### src/rtl/spi_slave_fl.sv
// SPI mode-3 flash-style target: decodes command/address and streams 32-bit
// words between the SPI pins and a simple single-cycle-latency memory backend.
module spi_slave_fl #(
  parameter int          ADDR_W       = 24,
  parameter int          DUMMY_CYCLES = 8,
  parameter logic [31:0] ID_VALUE     = 32'h00EF4018
) (
  input  logic              clk,
  input  logic              rst_n,
  input  logic              sclk,
  input  logic              ss_n,
  input  logic              mosi,
  output logic              miso,
  output logic              miso_oe,
  output logic              cmd_valid,
  output logic [7:0]        cmd,
  output logic              rd_req,
  output logic [ADDR_W-1:0] rd_addr,
  input  logic [31:0]       rd_data,
  output logic              wr_valid,
  output logic [ADDR_W-1:0] wr_addr,
  output logic [31:0]       wr_data,
  input  logic [7:0]        status_in,
  output logic              busy
);

  typedef enum logic [2:0] {IDLE, CMD, ADDR, DUMMY, RDATA, WDATA, IGNORE} state_t;
  typedef enum logic [2:0] {OP_READ, OP_FAST, OP_PROG, OP_ID, OP_STAT} op_t;

  localparam logic [7:0] ADDR_LAST  = 8'(ADDR_W - 1);
  localparam logic [7:0] DUMMY_LAST = 8'(DUMMY_CYCLES - 1);

  state_t            state_q, state_d;
  op_t               op_q;
  logic [2:0]        sclk_sync, ss_sync;
  logic [1:0]        mosi_sync;
  logic [2:0]        ss_vld;
  logic [7:0]        cnt;
  logic [31:0]       shreg;
  logic [ADDR_W-1:0] addr_q;
  logic              rd_pending;

  logic              edge_en, rise, fall, ss_fall, ss_rise, mosi_s;
  logic [7:0]        cmd_byte;
  logic [ADDR_W-1:0] addr_next;
  logic [31:0]       wr_word;

  // ss_vld keeps the reset value of the ss_n synchroniser from looking like a
  // select edge, so a frame only starts on a genuine ss_n fall after reset.
  always_ff @(posedge clk or negedge rst_n) begin
    if (!rst_n) begin
      sclk_sync <= 3'b111;
      ss_sync   <= 3'b111;
      mosi_sync <= 2'b00;
      ss_vld    <= 3'b000;
    end else begin
      sclk_sync <= {sclk_sync[1:0], sclk};
      ss_sync   <= {ss_sync[1:0], ss_n};
      mosi_sync <= {mosi_sync[0], mosi};
      ss_vld    <= {ss_vld[1:0], 1'b1};
    end
  end

  assign mosi_s    = mosi_sync[1];
  assign edge_en   = ~ss_sync[1] & ~ss_sync[2];
  assign rise      = edge_en & sclk_sync[1] & ~sclk_sync[2];
  assign fall      = edge_en & ~sclk_sync[1] & sclk_sync[2];
  assign ss_fall   = ss_vld[2] & ~ss_sync[1] & ss_sync[2];
  assign ss_rise   = ss_sync[1] & ~ss_sync[2];
  assign busy      = ~ss_sync[1];
  assign miso_oe   = (state_q == RDATA);
  assign cmd_byte  = {shreg[6:0], mosi_s};
  assign addr_next = {addr_q[ADDR_W-2:0], mosi_s};
  assign wr_word   = {shreg[30:0], mosi_s};

  always_ff @(posedge clk or negedge rst_n) begin
    if (!rst_n) state_q <= IDLE;
    else        state_q <= state_d;
  end

  always_comb begin
    state_d = state_q;
    if (ss_rise) begin
      state_d = IDLE;
    end else begin
      case (state_q)
        IDLE:  if (ss_fall) state_d = CMD;
        CMD:   if (rise && cnt == 8'd7) begin
                 case (cmd_byte)
                   8'h03, 8'h0B, 8'h02: state_d = ADDR;
                   8'h9F, 8'h05:        state_d = RDATA;
                   default:             state_d = IGNORE;
                 endcase
               end
        ADDR:  if (rise && cnt == ADDR_LAST) begin
                 if (op_q == OP_PROG)                           state_d = WDATA;
                 else if (op_q == OP_FAST && DUMMY_CYCLES != 0) state_d = DUMMY;
                 else                                           state_d = RDATA;
               end
        DUMMY: if (rise && cnt == DUMMY_LAST) state_d = RDATA;
        default: ;
      endcase
    end
  end

  // Datapath: rd_req is issued on the edge that finishes addr/dummy (or after
  // bit 0 of a word), and the response is loaded one clk after rd_req drops.
  always_ff @(posedge clk or negedge rst_n) begin
    if (!rst_n) begin
      op_q       <= OP_READ;
      cnt        <= 8'd0;
      shreg      <= 32'd0;
      addr_q     <= '0;
      rd_pending <= 1'b0;
      miso       <= 1'b0;
      cmd_valid  <= 1'b0;
      cmd        <= 8'd0;
      rd_req     <= 1'b0;
      rd_addr    <= '0;
      wr_valid   <= 1'b0;
      wr_addr    <= '0;
      wr_data    <= 32'd0;
    end else begin
      cmd_valid  <= 1'b0;
      rd_req     <= 1'b0;
      wr_valid   <= 1'b0;
      rd_pending <= rd_req;
      if (ss_rise) begin
        miso       <= 1'b0;
        cnt        <= 8'd0;
        rd_pending <= 1'b0;
      end else begin
        case (state_q)
          IDLE: begin
            miso <= 1'b0;
            cnt  <= 8'd0;
          end
          CMD: if (rise) begin
            shreg <= wr_word;
            cnt   <= cnt + 8'd1;
            if (cnt == 8'd7) begin
              cnt       <= 8'd0;
              cmd_valid <= 1'b1;
              cmd       <= cmd_byte;
              case (cmd_byte)
                8'h03: op_q <= OP_READ;
                8'h0B: op_q <= OP_FAST;
                8'h02: op_q <= OP_PROG;
                8'h9F: begin op_q <= OP_ID;   shreg <= ID_VALUE;        end
                8'h05: begin op_q <= OP_STAT; shreg <= {4{status_in}}; end
                default: ;
              endcase
            end
          end
          ADDR: if (rise) begin
            addr_q <= addr_next;
            cnt    <= cnt + 8'd1;
            if (cnt == ADDR_LAST) begin
              cnt <= 8'd0;
              if (op_q == OP_READ || (op_q == OP_FAST && DUMMY_CYCLES == 0)) begin
                rd_req  <= 1'b1;
                rd_addr <= addr_next;
              end
            end
          end
          DUMMY: if (rise) begin
            cnt <= cnt + 8'd1;
            if (cnt == DUMMY_LAST) begin
              cnt     <= 8'd0;
              rd_req  <= 1'b1;
              rd_addr <= addr_q;
            end
          end
          RDATA: begin
            if (fall) begin
              miso  <= shreg[31];
              shreg <= {shreg[30:0], 1'b0};
              cnt   <= cnt + 8'd1;
              if (cnt == 8'd31) begin
                cnt <= 8'd0;
                case (op_q)
                  OP_ID:   shreg <= ID_VALUE;
                  OP_STAT: shreg <= {4{status_in}};
                  default: begin
                    rd_req  <= 1'b1;
                    rd_addr <= rd_addr + ADDR_W'(4);
                  end
                endcase
              end
            end else if (rd_pending) begin
              shreg <= rd_data;
            end
          end
          WDATA: if (rise) begin
            shreg <= wr_word;
            cnt   <= cnt + 8'd1;
            if (cnt == 8'd31) begin
              cnt      <= 8'd0;
              wr_valid <= 1'b1;
              wr_data  <= wr_word;
              wr_addr  <= addr_q;
              addr_q   <= addr_q + ADDR_W'(4);
            end
          end
          default: ;
        endcase
      end
    end
  end

endmodule
### config.mk
export PLATFORM = sky130hd
export DESIGN_NAME = spi_slave_fl
export DESIGN_NICKNAME = d
export VERILOG_FILES = /design/src/rtl/spi_slave_fl.sv
export SDC_FILE = /design/constraint.sdc
export NUM_CORES = 1
export LEC_CHECK = 0
export ABC_AREA = 1
export CAP_MARGIN = 20
export CORE_MARGIN = 2
export CORE_UTILIZATION = 30
export CTS_BUF_LIST = sky130_fd_sc_hd__clkbuf_4 sky130_fd_sc_hd__clkbuf_8 sky130_fd_sc_hd__clkbuf_16
export CTS_CLUSTER_DIAMETER = 200
export DETAILED_ROUTE_END_ITERATION = 6
export GPL_TIMING_DRIVEN = 0
export HOLD_SLACK_MARGIN = 0.15
export PLACE_DENSITY = 0.52
export REMOVE_ABC_BUFFERS = 1
export SLEW_MARGIN = 20
export SYNTH_ARGS = -nofsm -noshare
export SYNTH_HDL_FRONTEND = slang
export SYNTH_SLANG_ARGS = --single-unit
### constraint.sdc
create_clock -name clk -period 3.3 [get_ports clk]
set_clock_uncertainty 0.2 [all_clocks]
set_input_delay 0.33 -clock clk [delete_from_list [all_inputs] [get_ports clk]]
set_output_delay 0.33 -clock clk [all_outputs]
set_load 0.005 [all_outputs]
==> flow_summary.toml, run 1 <==
[status]
outcome = "complete, no violations"

[timing]
tightestPinTransition_ns = 0.966
finalCriticalPeriod_ns = 3.04
final.setup.worst_slack_ns = 0.259
timing.max_slew.rel_slack = 0.355
grt_setup_unrepaired = "no"
tcrit_tclk_final = 0.922
achievable-frequency_ghz = 0.329
final-max-slew-violation-count = 0
final-setup-viol-count = 0
finalHoldViolations = 0

[worst_setup_path]
kind_of_end_point_of_the_critical_path = "register"
timing.setup.critical_path_class = "reg -> reg"
r2r_end = "addr_q[16]$_DFFE_PN0P_"
cpLargestDelayFamily = "simple AND/OR/NAND/NOR gates"
worst-path-buf-inv = 2
crit_path_cell_trace = "inv_2 > nand2_4 > nor2_8 > nand3_4 > nand2_4 > inv_2 > a21oi_1 > nand2_1 > o21ai_1"
cp.arrival_ns = 3.21
start_point_of_the_critical_path = "state_q[1]$_DFFE_PN0P_"
cp_data_required_time_ns = 3.47
timing.critical_path.slowest_cell_delay_ns = 0.46
timing.critical_path.fanout_max = 24
crit_path_top_delay_cell = "sky130_fd_sc_hd__nor2_8"
worstReg2RegStart = "state_q[1]$_DFFE_PN0P_"
regToRegSetupSlack_ns = 0.26
critical_path.startpoint_type = "register"
worst-r2r-cell-count = 9

[logic_synthesis]
ys_ff_latch = 174
synth-simple-area-share = 0.368
distinct_cell_type_count_after_synthesis = 39
synth_compound_area_frac = 0.116
yosys.area_share.xor_xnor = 0.00417
synth_sequential_area_ratio = 0.415
synth_mux_area_frac = 0
synth_top_family_by_area = "simple AND/OR/NAND/NOR gates"
yosys_warnings = 0
synthesis.area_um2 = 10500
syn_inst = 1546
post_synthesis_area_per_instance_um2 = 6.79
yosys.area_share.adder = 0.00357

[placement]
detailed_place.area_um2 = 12200
portBuffers = 138
placedCellCount = 2080
placer_congestion_estimate = 0.837
pre_cts_slack_ns = -0.595
dpl.hpwl_um = 23600

[floorplanning]
core_region_area_um2 = 34500
floorplan.initialDensity = 0.304
die_w_um = 191
die_height_um = 191
io_pins = 139
num_rows = 68
floorplan.die_area_um2 = 36500

[global_routing]
grt_antenna_before_repair = 1
grt_pass1_wl_um = 55000
number_of_global_route_vias_before_repair = 9991
largest_net_degree_at_the_start_of_global_routing = 85
grt_usage = 0.193
globalRouteOverflowTotal = 0

[clock_network]
clock_tree_from_tritoncts = "yes"
cts_max_path_buffers = 2
cts_made_buffers = 17
clock_pin_transition_on_the_worst_setup_and_hold_timing_paths_ns = 0.07
clk-insertion-delay-late_ns = 0.45
cts_sinks = 174
cts_setup_buffers = 0
deepest_level_of_the_cts_h_tree = 4
clock_tree.root_cell = "sky130_fd_sc_hd__clkbuf_16"

[worst_hold_path]
holdPathEnd = "sclk_sync[2]$_DFF_PN1_"
hold-path-cell-count = 0
hold_path_class = "reg -> reg"
worstHoldStart = "sclk_sync[1]$_DFF_PN1_"

[cells_and_area]
finish.net_count = 1701
layout-drive-gt1-share = 0.0535
area_delta_synth_final_pct = 22.8
n_antenna_cell = 0
final_cell_mix = "sky130_fd_sc_hd__nand2_1, sky130_fd_sc_hd__nor2_1, sky130_fd_sc_hd__dfrtp_1"
fillerInstances = 3711
stdcell_area_um2 = 12900
final_cells = 2120
final_common_cell = "sky130_fd_sc_hd__nand2_1"

[pwr]
vdd.ir_drop.worst_mv = 0.395
power_density_nw_per_um2 = 590
p_total_mw = 7.61
p_leak_nw = 5.85

[routing]
drt_first_iter_violations = 706
residual_drc_count = 0
vias_per_cell = 4.97
wl_um = 34900
ant_nets = 0
avgRoutedWirePerCell_um = 16.5
drt_pass1_iterations = 5
num_vias = 10500

[job]
max_cap_violations = 0
## kinds of logic (layout without fill, tap and decap cells)
group	count (synthesis)	after routing
and+or+nand+nor	919	923
other	1	1
DFF	174	174
adders and majority gates	3	3
AOI/OAI and AO/OA	229	229
xor gates and xnor gates	5	5
buffers and inverters	215	330
## final cells by class
cell class | count | area [um2] | area share
clock buffers | 18 | 439 | 0.0341
clock inverters | 13 | 118 | 0.00912
inverters | 151 | 571 | 0.0443
multi-input cells | 1161 | 5260 | 0.408
flip-flops and latches | 174 | 4360 | 0.338
well taps | 455 | 569 | 0.0442
repair buffers | 148 | 1580 | 0.122
## synth_stat cells (all sizes together)
| library cell | count | area (um2) |
|---|---|---|
| a31oi | 3 | 18.8 |
| o21ai | 131 | 671 |
| nor3 | 15 | 86.3 |
| o2111ai | 1 | 8.76 |
| dfstp | 6 | 158 |
| nand4 | 14 | 87.6 |
| clkbuf | 13 | 48.8 |
| nand3b | 3 | 35.0 |
| a21o | 1 | 7.51 |
| or2 | 3 | 18.8 |
| nand2 | 526 | 2000 |
| buf | 51 | 348 |
| o22ai | 13 | 81.3 |
| conb | 1 | 3.75 |
| dfrtp | 168 | 4200 |
| nand3 | 169 | 856 |
| inv | 151 | 569 |
| ha | 3 | 37.5 |
| a21oi | 67 | 335 |
| o221ai | 2 | 17.5 |
| o21bai | 5 | 37.5 |
| xor2 | 5 | 43.8 |
| nor2 | 189 | 782 |
| o211ai | 6 | 45.0 |
## worst register-to-register path, cell delays in order, from the launching register on
cell                      delay, ns
sky130_fd_sc_hd__dfrtp_1       0.44
sky130_fd_sc_hd__inv_2         0.21
sky130_fd_sc_hd__nand2_4       0.32
sky130_fd_sc_hd__nor2_8        0.46
sky130_fd_sc_hd__nand3_4       0.37
sky130_fd_sc_hd__nand2_4       0.38
sky130_fd_sc_hd__inv_2         0.24
sky130_fd_sc_hd__a21oi_1       0.19
sky130_fd_sc_hd__nand2_1       0.07
sky130_fd_sc_hd__o21ai_1       0.07
## metrics by stage
stage | hold slack, ns | TNS (ns) | util
after detailed placement | 0.0237 | -20.89 | 0.354
final | 0.152 | 0 | 0.373
after global routing | 0.158 | 0 | 0.373
after CTS | 0.153 | 0 | 0.373
after global placement | 0.132 | -1265.35 | 0.349
after floorplan | -0.166 | -7.95 | -
## worst max-delay path by stage
stage                              endpoint  slack, ns  cells after the start
floorplan            addr_q[13]$_DFFE_PN0P_      -0.32                      9
global placement    wr_data[13]$_DFFE_PN0P_      -6.34                      1
detailed placement   addr_q[16]$_DFFE_PN0P_      -0.59                      9
CTS                  addr_q[16]$_DFFE_PN0P_      0.007                      9
global route         addr_q[16]$_DFFE_PN0P_       0.02                     11
finish               addr_q[16]$_DFFE_PN0P_       0.26                      9
## sequential cells by signal (all words and copies together) (netlist names), 2 cells and up
register	count
shreg	32
wr_data	32
addr_q	24
rd_addr	24
wr_addr	24
cmd	8
cnt	8
op_q	3
sclk_sync	3
ss_sync	3
ss_vld	3
state_q	3
mosi_sync	2
## routing by layer
layer | up-vias | routed length [um] | track usage
li1 | 5184 | - | -
met5 | - | 0 | 0
met2 | 292 | 17000 | 0.323
met1 | 5011 | 15400 | 0.252
met3 | 41 | 1730 | 0.0364
met4 | 0 | 739 | 0.0601
## what timing repair did
action	4_1_cts	5_1_grt
endpoints found under the hold margin	171	0
cloned	3	1
hold buffers	5	0
pin swaps	3	1
setup endpoints to repair	90	28
gates resized for setup	4	2
## where the power goes
part	leakage (nW)	internal [mW]	total, mW	switching [mW]
combinational	3.32	0.968	2.83	1.86
clock	0.260	1.06	2.00	0.945
sequential	2.27	2.42	2.79	0.363
No activity file was read; power rests on OpenSTA's default activity.
==> inputs of run 2 (changes only) <==
- SLEW_MARGIN: 20 -> 10
==> flow_summary.toml, run 2 (synthesis results as in run 1) <==
[status]
outcome = "complete, no violations"

[timing]
final-max-slew-violation-count = 0
final.setup.worst_slack_ns = 0.243
timing.max_slew.rel_slack = 0.356
tcrit_tclk_final = 0.926
finalCriticalPeriod_ns = 3.06
tightestPinTransition_ns = 0.965
finalHoldViolations = 0
final-setup-viol-count = 0
achievable-frequency_ghz = 0.327
grt_setup_unrepaired = "no"

[placement]
dpl.hpwl_um = 23400
portBuffers = 138
detailed_place.area_um2 = 12200
placer_congestion_estimate = 0.837
pre_cts_slack_ns = -0.599

[worst_setup_path]
cpLargestDelayFamily = "simple AND/OR/NAND/NOR gates"
timing.critical_path.fanout_max = 29
crit_path_top_delay_cell = "sky130_fd_sc_hd__nor2_1"
cp.arrival_ns = 3.19
crit_path_cell_trace = "ha_1 > nand2_1 > inv_1 > nand2_1 > nor2_1 > nand2_2 > nand2_1 > a21oi_1 > nor2_1 > nor2_1"
timing.critical_path.slowest_cell_delay_ns = 0.70
worst-path-buf-inv = 1
kind_of_end_point_of_the_critical_path = "register"
timing.setup.critical_path_class = "reg -> reg"
critical_path.startpoint_type = "register"
cp_data_required_time_ns = 3.43

[floorplanning]
die_w_um = 191
num_rows = 68
io_pins = 139
floorplan.die_area_um2 = 36500
core_region_area_um2 = 34500
die_height_um = 191
floorplan.initialDensity = 0.304

[routing]
vias_per_cell = 4.98
drt_first_iter_violations = 709
wl_um = 34800
avgRoutedWirePerCell_um = 16.4
residual_drc_count = 0
drt_pass1_iterations = 5
num_vias = 10600
ant_nets = 0

[job]
max_cap_violations = 0

[clock_network]
clock_tree.root_cell = "sky130_fd_sc_hd__clkbuf_16"
clock_tree_from_tritoncts = "yes"
cts_sinks = 174
clk-insertion-delay-late_ns = 0.45
deepest_level_of_the_cts_h_tree = 4
clock_pin_transition_on_the_worst_setup_and_hold_timing_paths_ns = 0.07
cts_max_path_buffers = 2
cts_setup_buffers = 0
cts_made_buffers = 17

[worst_hold_path]
hold_path_class = "reg -> reg"

[cells_and_area]
final_cell_mix = "sky130_fd_sc_hd__nand2_1, sky130_fd_sc_hd__nor2_1, sky130_fd_sc_hd__dfrtp_1"
stdcell_area_um2 = 13000
n_antenna_cell = 0
layout-drive-gt1-share = 0.0528
postLayoutCoreUtil = 0.377
finish.net_count = 1703
final_common_cell = "sky130_fd_sc_hd__nand2_1"
area_delta_synth_final_pct = 23.9
largest_registers = "shreg x32, wr_data x32"

[pwr]
p_total_mw = 8.01
power_frac_seq = 0.348
power_density_nw_per_um2 = 615
power_frac_comb = 0.351
p_sw_frac = 0.391
power.switching_mw = 3.13
p_int_mw = 4.88
p_leak_nw = 5.92
vdd.ir_drop.worst_mv = 0.383
p_clk_frac = 0.301

[global_routing]
largest_net_degree_at_the_start_of_global_routing = 92
grt_pass1_wl_um = 55100
grt_antenna_before_repair = 1
grt_usage = 0.194
globalRouteOverflowTotal = 0
number_of_global_route_vias_before_repair = 10100
-- run 2: changes by cell type in the layout (fill, tap and decap cells not counted) --
cell                            before  now
sky130_fd_sc_hd__bufinv_16           1    6
sky130_fd_sc_hd__clkbuf_4            0    4
sky130_fd_sc_hd__clkinv_2            4    1
sky130_fd_sc_hd__buf_16              4    2
sky130_fd_sc_hd__clkinvlp_4          5    0
sky130_fd_sc_hd__inv_6               1    0
sky130_fd_sc_hd__dlygate4sd3_1       4    8
sky130_fd_sc_hd__clkbuf_8            1    2
-- run 2: worst register-to-register path, stage by stage (launching register included) --
cell and delay, ns:
sky130_fd_sc_hd__dfrtp_1 0.39, sky130_fd_sc_hd__ha_1 0.19, sky130_fd_sc_hd__nand2_1 0.13, sky130_fd_sc_hd__inv_1 0.10, sky130_fd_sc_hd__nand2_1 0.05, sky130_fd_sc_hd__nor2_1 0.70
sky130_fd_sc_hd__nand2_2 0.64, sky130_fd_sc_hd__nand2_1 0.19, sky130_fd_sc_hd__a21oi_1 0.08, sky130_fd_sc_hd__nor2_1 0.23, sky130_fd_sc_hd__nor2_1 0.06
-- run 2: final timing paths --
path | startpoint | endpoint | slack [ns] | cells after the start
min reg2reg | ss_vld[0]$_DFF_PN0_ | ss_vld[1]$_DFF_PN0_ | 0.15 | 0
min | ss_vld[0]$_DFF_PN0_ | ss_vld[1]$_DFF_PN0_ | 0.15 | 0
max | cnt[0]$_DFFE_PN0P_ | shreg[7]$_DFFE_PN0P_ | 0.24 | 10
min in group asynchronous | rst_n | rd_addr[22]$_DFFE_PN0P_ | 0.30 | 2
max reg2reg | cnt[0]$_DFFE_PN0P_ | shreg[7]$_DFFE_PN0P_ | 0.24 | 10
max in group asynchronous | rst_n | wr_data[13]$_DFFE_PN0P_ | 1.67 | 3
-- run 2: layout make-up --
type	count	area, um2
Sequential cell	174	4360
Inverter	151	571
Clock buffer	23	483
Timing Repair Buffer	150	1560
Fill cell	3689	21500
Clock inverter	9	206
Tap cell	455	569
Multi-Input combinational cell	1161	5260
-- run 2: per-stage QoR --
step / hold WS, ns / setup TNS, ns / cells
4_1_cts: 0.151 / 0 / 2121
3_3_place_gp: 0.132 / -1265.35 / 2075
3_5_place_dp: 0.136 / -23.17 / 2079
6_report: 0.152 / 0 / 2123
2_1_floorplan: -0.166 / -7.95 / 1482
5_1_grt: 0.167 / 0 / 2123
-- run 2: layer usage --
metal  share of wire  vias to the layer above  GRT usage
li1                -                     5197          -
met1            0.44                     5002      0.250
met2            0.48                      323      0.327
met3           0.058                       41     0.0386
met4           0.018                        0     0.0598
met5               0                        -          0
-- run 2: power by group through the flow --
stage	registers (mW)	clock network, mW	logic (mW)
global route	2.83	2.55	3.20
finish	2.78	2.41	2.81
floorplan	2.70	0	1.80
detailed placement	2.80	0	2.75
CTS	2.78	2.47	2.83
global placement	2.80	0	2.65
-- run 2: what timing repair did --
action                                 CTS  global route
gates resized for setup                  4             2
setup endpoints to repair               91            28
endpoints found under the hold margin   90             1
pin swaps                                3             1
hold buffers                             7             1
gates cloned                             3             1
==> inputs of run 3 (changes only) <==
--- a/config.mk
+++ b/config.mk
@@ -13,4 +13,5 @@
 export CTS_CLUSTER_DIAMETER = 200
 export DETAILED_ROUTE_END_ITERATION = 6
+export GPL_ROUTABILITY_DRIVEN = 0
 export GPL_TIMING_DRIVEN = 0
 export HOLD_SLACK_MARGIN = 0.15
==> constraint.sdc (replaced) <==
create_clock -name clk -period 3.3 [get_ports clk]
set_clock_uncertainty 0.2 [all_clocks]
set_input_delay 0.66 -clock clk [delete_from_list [all_inputs] [get_ports clk]]
set_output_delay 0.66 -clock clk [all_outputs]
set_load 0.005 [all_outputs]
==> flow_summary.toml, run 3 (synthesis results as in run 1) <==
[worst_setup_path]
timing.critical_path.slowest_cell_delay_ns = 0.50
kind_of_end_point_of_the_critical_path = "output port"
crit_path_top_delay_cell = "sky130_fd_sc_hd__clkdlybuf4s50_1"
cp_data_required_time_ns = 2.44
timing.setup.critical_path_class = "reg -> out"
worst-r2r-cell-count = 10
timing.critical_path.fanout_max = 23
critical_path.startpoint_type = "register"
crit_path_cell_trace = "inv_2 > nand2_8 > nor2_4 > buf_12 > clkdlybuf4s50_1"
cp.arrival_ns = 2.19

[clock_network]
clock_tree.root_cell = "sky130_fd_sc_hd__clkbuf_16"
cts_made_buffers = 17
cts_max_path_buffers = 2
cts_sinks = 174
clock_tree_from_tritoncts = "yes"
deepest_level_of_the_cts_h_tree = 4
clk-insertion-delay-late_ns = 0.45
clock_pin_transition_on_the_worst_setup_and_hold_timing_paths_ns = 0.07

[cells_and_area]
largest_registers = "shreg x32, wr_data x32"
final_cells = 2124
final_cell_mix = "sky130_fd_sc_hd__nand2_1, sky130_fd_sc_hd__nor2_1, sky130_fd_sc_hd__dfrtp_1"
final_common_cell = "sky130_fd_sc_hd__nand2_1"
area_delta_synth_final_pct = 24.1
stdcell_area_um2 = 13000
n_antenna_cell = 0
layout-drive-gt1-share = 0.0551
finish.net_count = 1704

[floorplanning]
die_w_um = 191
floorplan.initialDensity = 0.304
floorplan.die_area_um2 = 36500
core_region_area_um2 = 34500
num_rows = 68
io_pins = 139
die_height_um = 191

[worst_hold_path]
hold_path_class = "reg -> reg"
hold-path-cell-count = 0

[timing]
achievable-frequency_ghz = 0.327
total_negative_slack_for_setup_checks_ns = 0
tightestPinTransition_ns = 0.958
final.setup.worst_slack_ns = 0.245
timing.max_slew.rel_slack = 0.361
grt_setup_unrepaired = "no"
final-max-slew-violation-count = 0
tcrit_tclk_final = 0.926
finalHoldViolations = 0
final-setup-viol-count = 0
finalCriticalPeriod_ns = 3.05

[global_routing]
number_of_global_route_vias_before_repair = 10100
grt_usage = 0.194
globalRouteOverflowTotal = 0
grt_antenna_before_repair = 1
grt_pass1_wl_um = 55100
largest_net_degree_at_the_start_of_global_routing = 92

[pwr]
power_density_nw_per_um2 = 617
power_frac_seq = 0.347
p_leak_nw = 5.94
p_int_mw = 4.91
power_frac_comb = 0.354
p_sw_frac = 0.390
power.switching_mw = 3.14
p_clk_frac = 0.300
vdd.ir_drop.worst_mv = 0.382

[routing]
wl_um = 34800
ant_nets = 0
drt_pass1_iterations = 7
avgRoutedWirePerCell_um = 16.4
residual_drc_count = 0
vias_per_cell = 4.97
drt_first_iter_violations = 664
num_vias = 10600

[placement]
pre_cts_slack_ns = -0.599
dpl.hpwl_um = 23400
placedCellCount = 2079
detailed_place.area_um2 = 12200
portBuffers = 138

[job]
max_cap_violations = 0

[status]
outcome = "complete, no violations"
run 3: cell count changes in the layout (fill, tap and decap cells not counted), sizes merged:
cell,change
dlygate4sd3,-3
buf,+4
run 3: power by group through the flow:
stage | logic, mW | clock network [mW] | registers [mW]
5_1_grt | 3.24 | 2.55 | 2.83
4_1_cts | 2.83 | 2.47 | 2.78
6_report | 2.85 | 2.41 | 2.79
2_1_floorplan | 1.80 | 0 | 2.70
3_3_place_gp | 2.65 | 0 | 2.80
3_5_place_dp | 2.75 | 0 | 2.80
run 3: worst max-delay path: cells and delay by family (launching register included):
family	cells	cell delay, ns
buffers and inverters	3	0.88
flip-flops	1	0.45
AND/OR/NAND/NOR	2	0.42
run 3: what timing repair did:
action / 4_1_cts / 5_1_grt
endpoints found under the hold margin: 87 / 1
setup endpoints to repair: 91 / 18
resized for setup: 5 / 2
pin swaps: 2 / 2
buffers inserted: 0 / 4
hold buffers: 4 / 1
gates cloned: 3 / 1
run 3: worst paths after layout:
check / from / end / slack, ns
setup / recovery: state_q[1]$_DFFE_PN0P_ / miso_oe / 0.25
hold / removal: ss_vld[0]$_DFF_PN0_ / ss_vld[1]$_DFF_PN0_ / 0.15
setup reg to reg: cnt[0]$_DFFE_PN0P_ / shreg[7]$_DFFE_PN0P_ / 0.25
hold reg to reg: ss_vld[0]$_DFF_PN0_ / ss_vld[1]$_DFF_PN0_ / 0.15
max in group asynchronous: rst_n / wr_data[13]$_DFFE_PN0P_ / 1.33
min in group asynchronous: rst_n / rd_addr[22]$_DFFE_PN0P_ / 0.63
run 3: stage by stage:
stage / total power [mW] / utilization / hold slack [ns]
finish: 8.05 / 0.377 / 0.151
global route: 8.62 / 0.377 / 0.167
detailed placement: 5.55 / 0.353 / 0.136
global placement: 5.45 / 0.349 / 0.132
floorplan: 4.51 / - / 0.131
CTS: 8.08 / 0.375 / 0.151
run 3: layout make-up:
type | count | area [um2]
Inverter | 151 | 571
Timing Repair Buffer | 151 | 1570
Tap cell | 455 | 569
Clock buffer | 23 | 483
Sequential cell | 174 | 4360
Fill cell | 3692 | 21500
Clock inverter | 9 | 206
Multi-Input combinational cell | 1161 | 5270
run 3: routing by layer:
metal  track usage  part of all wire
met1         0.249              0.44
met5             0                 0
met2         0.327              0.48
met4        0.0604             0.018
met3        0.0391             0.053
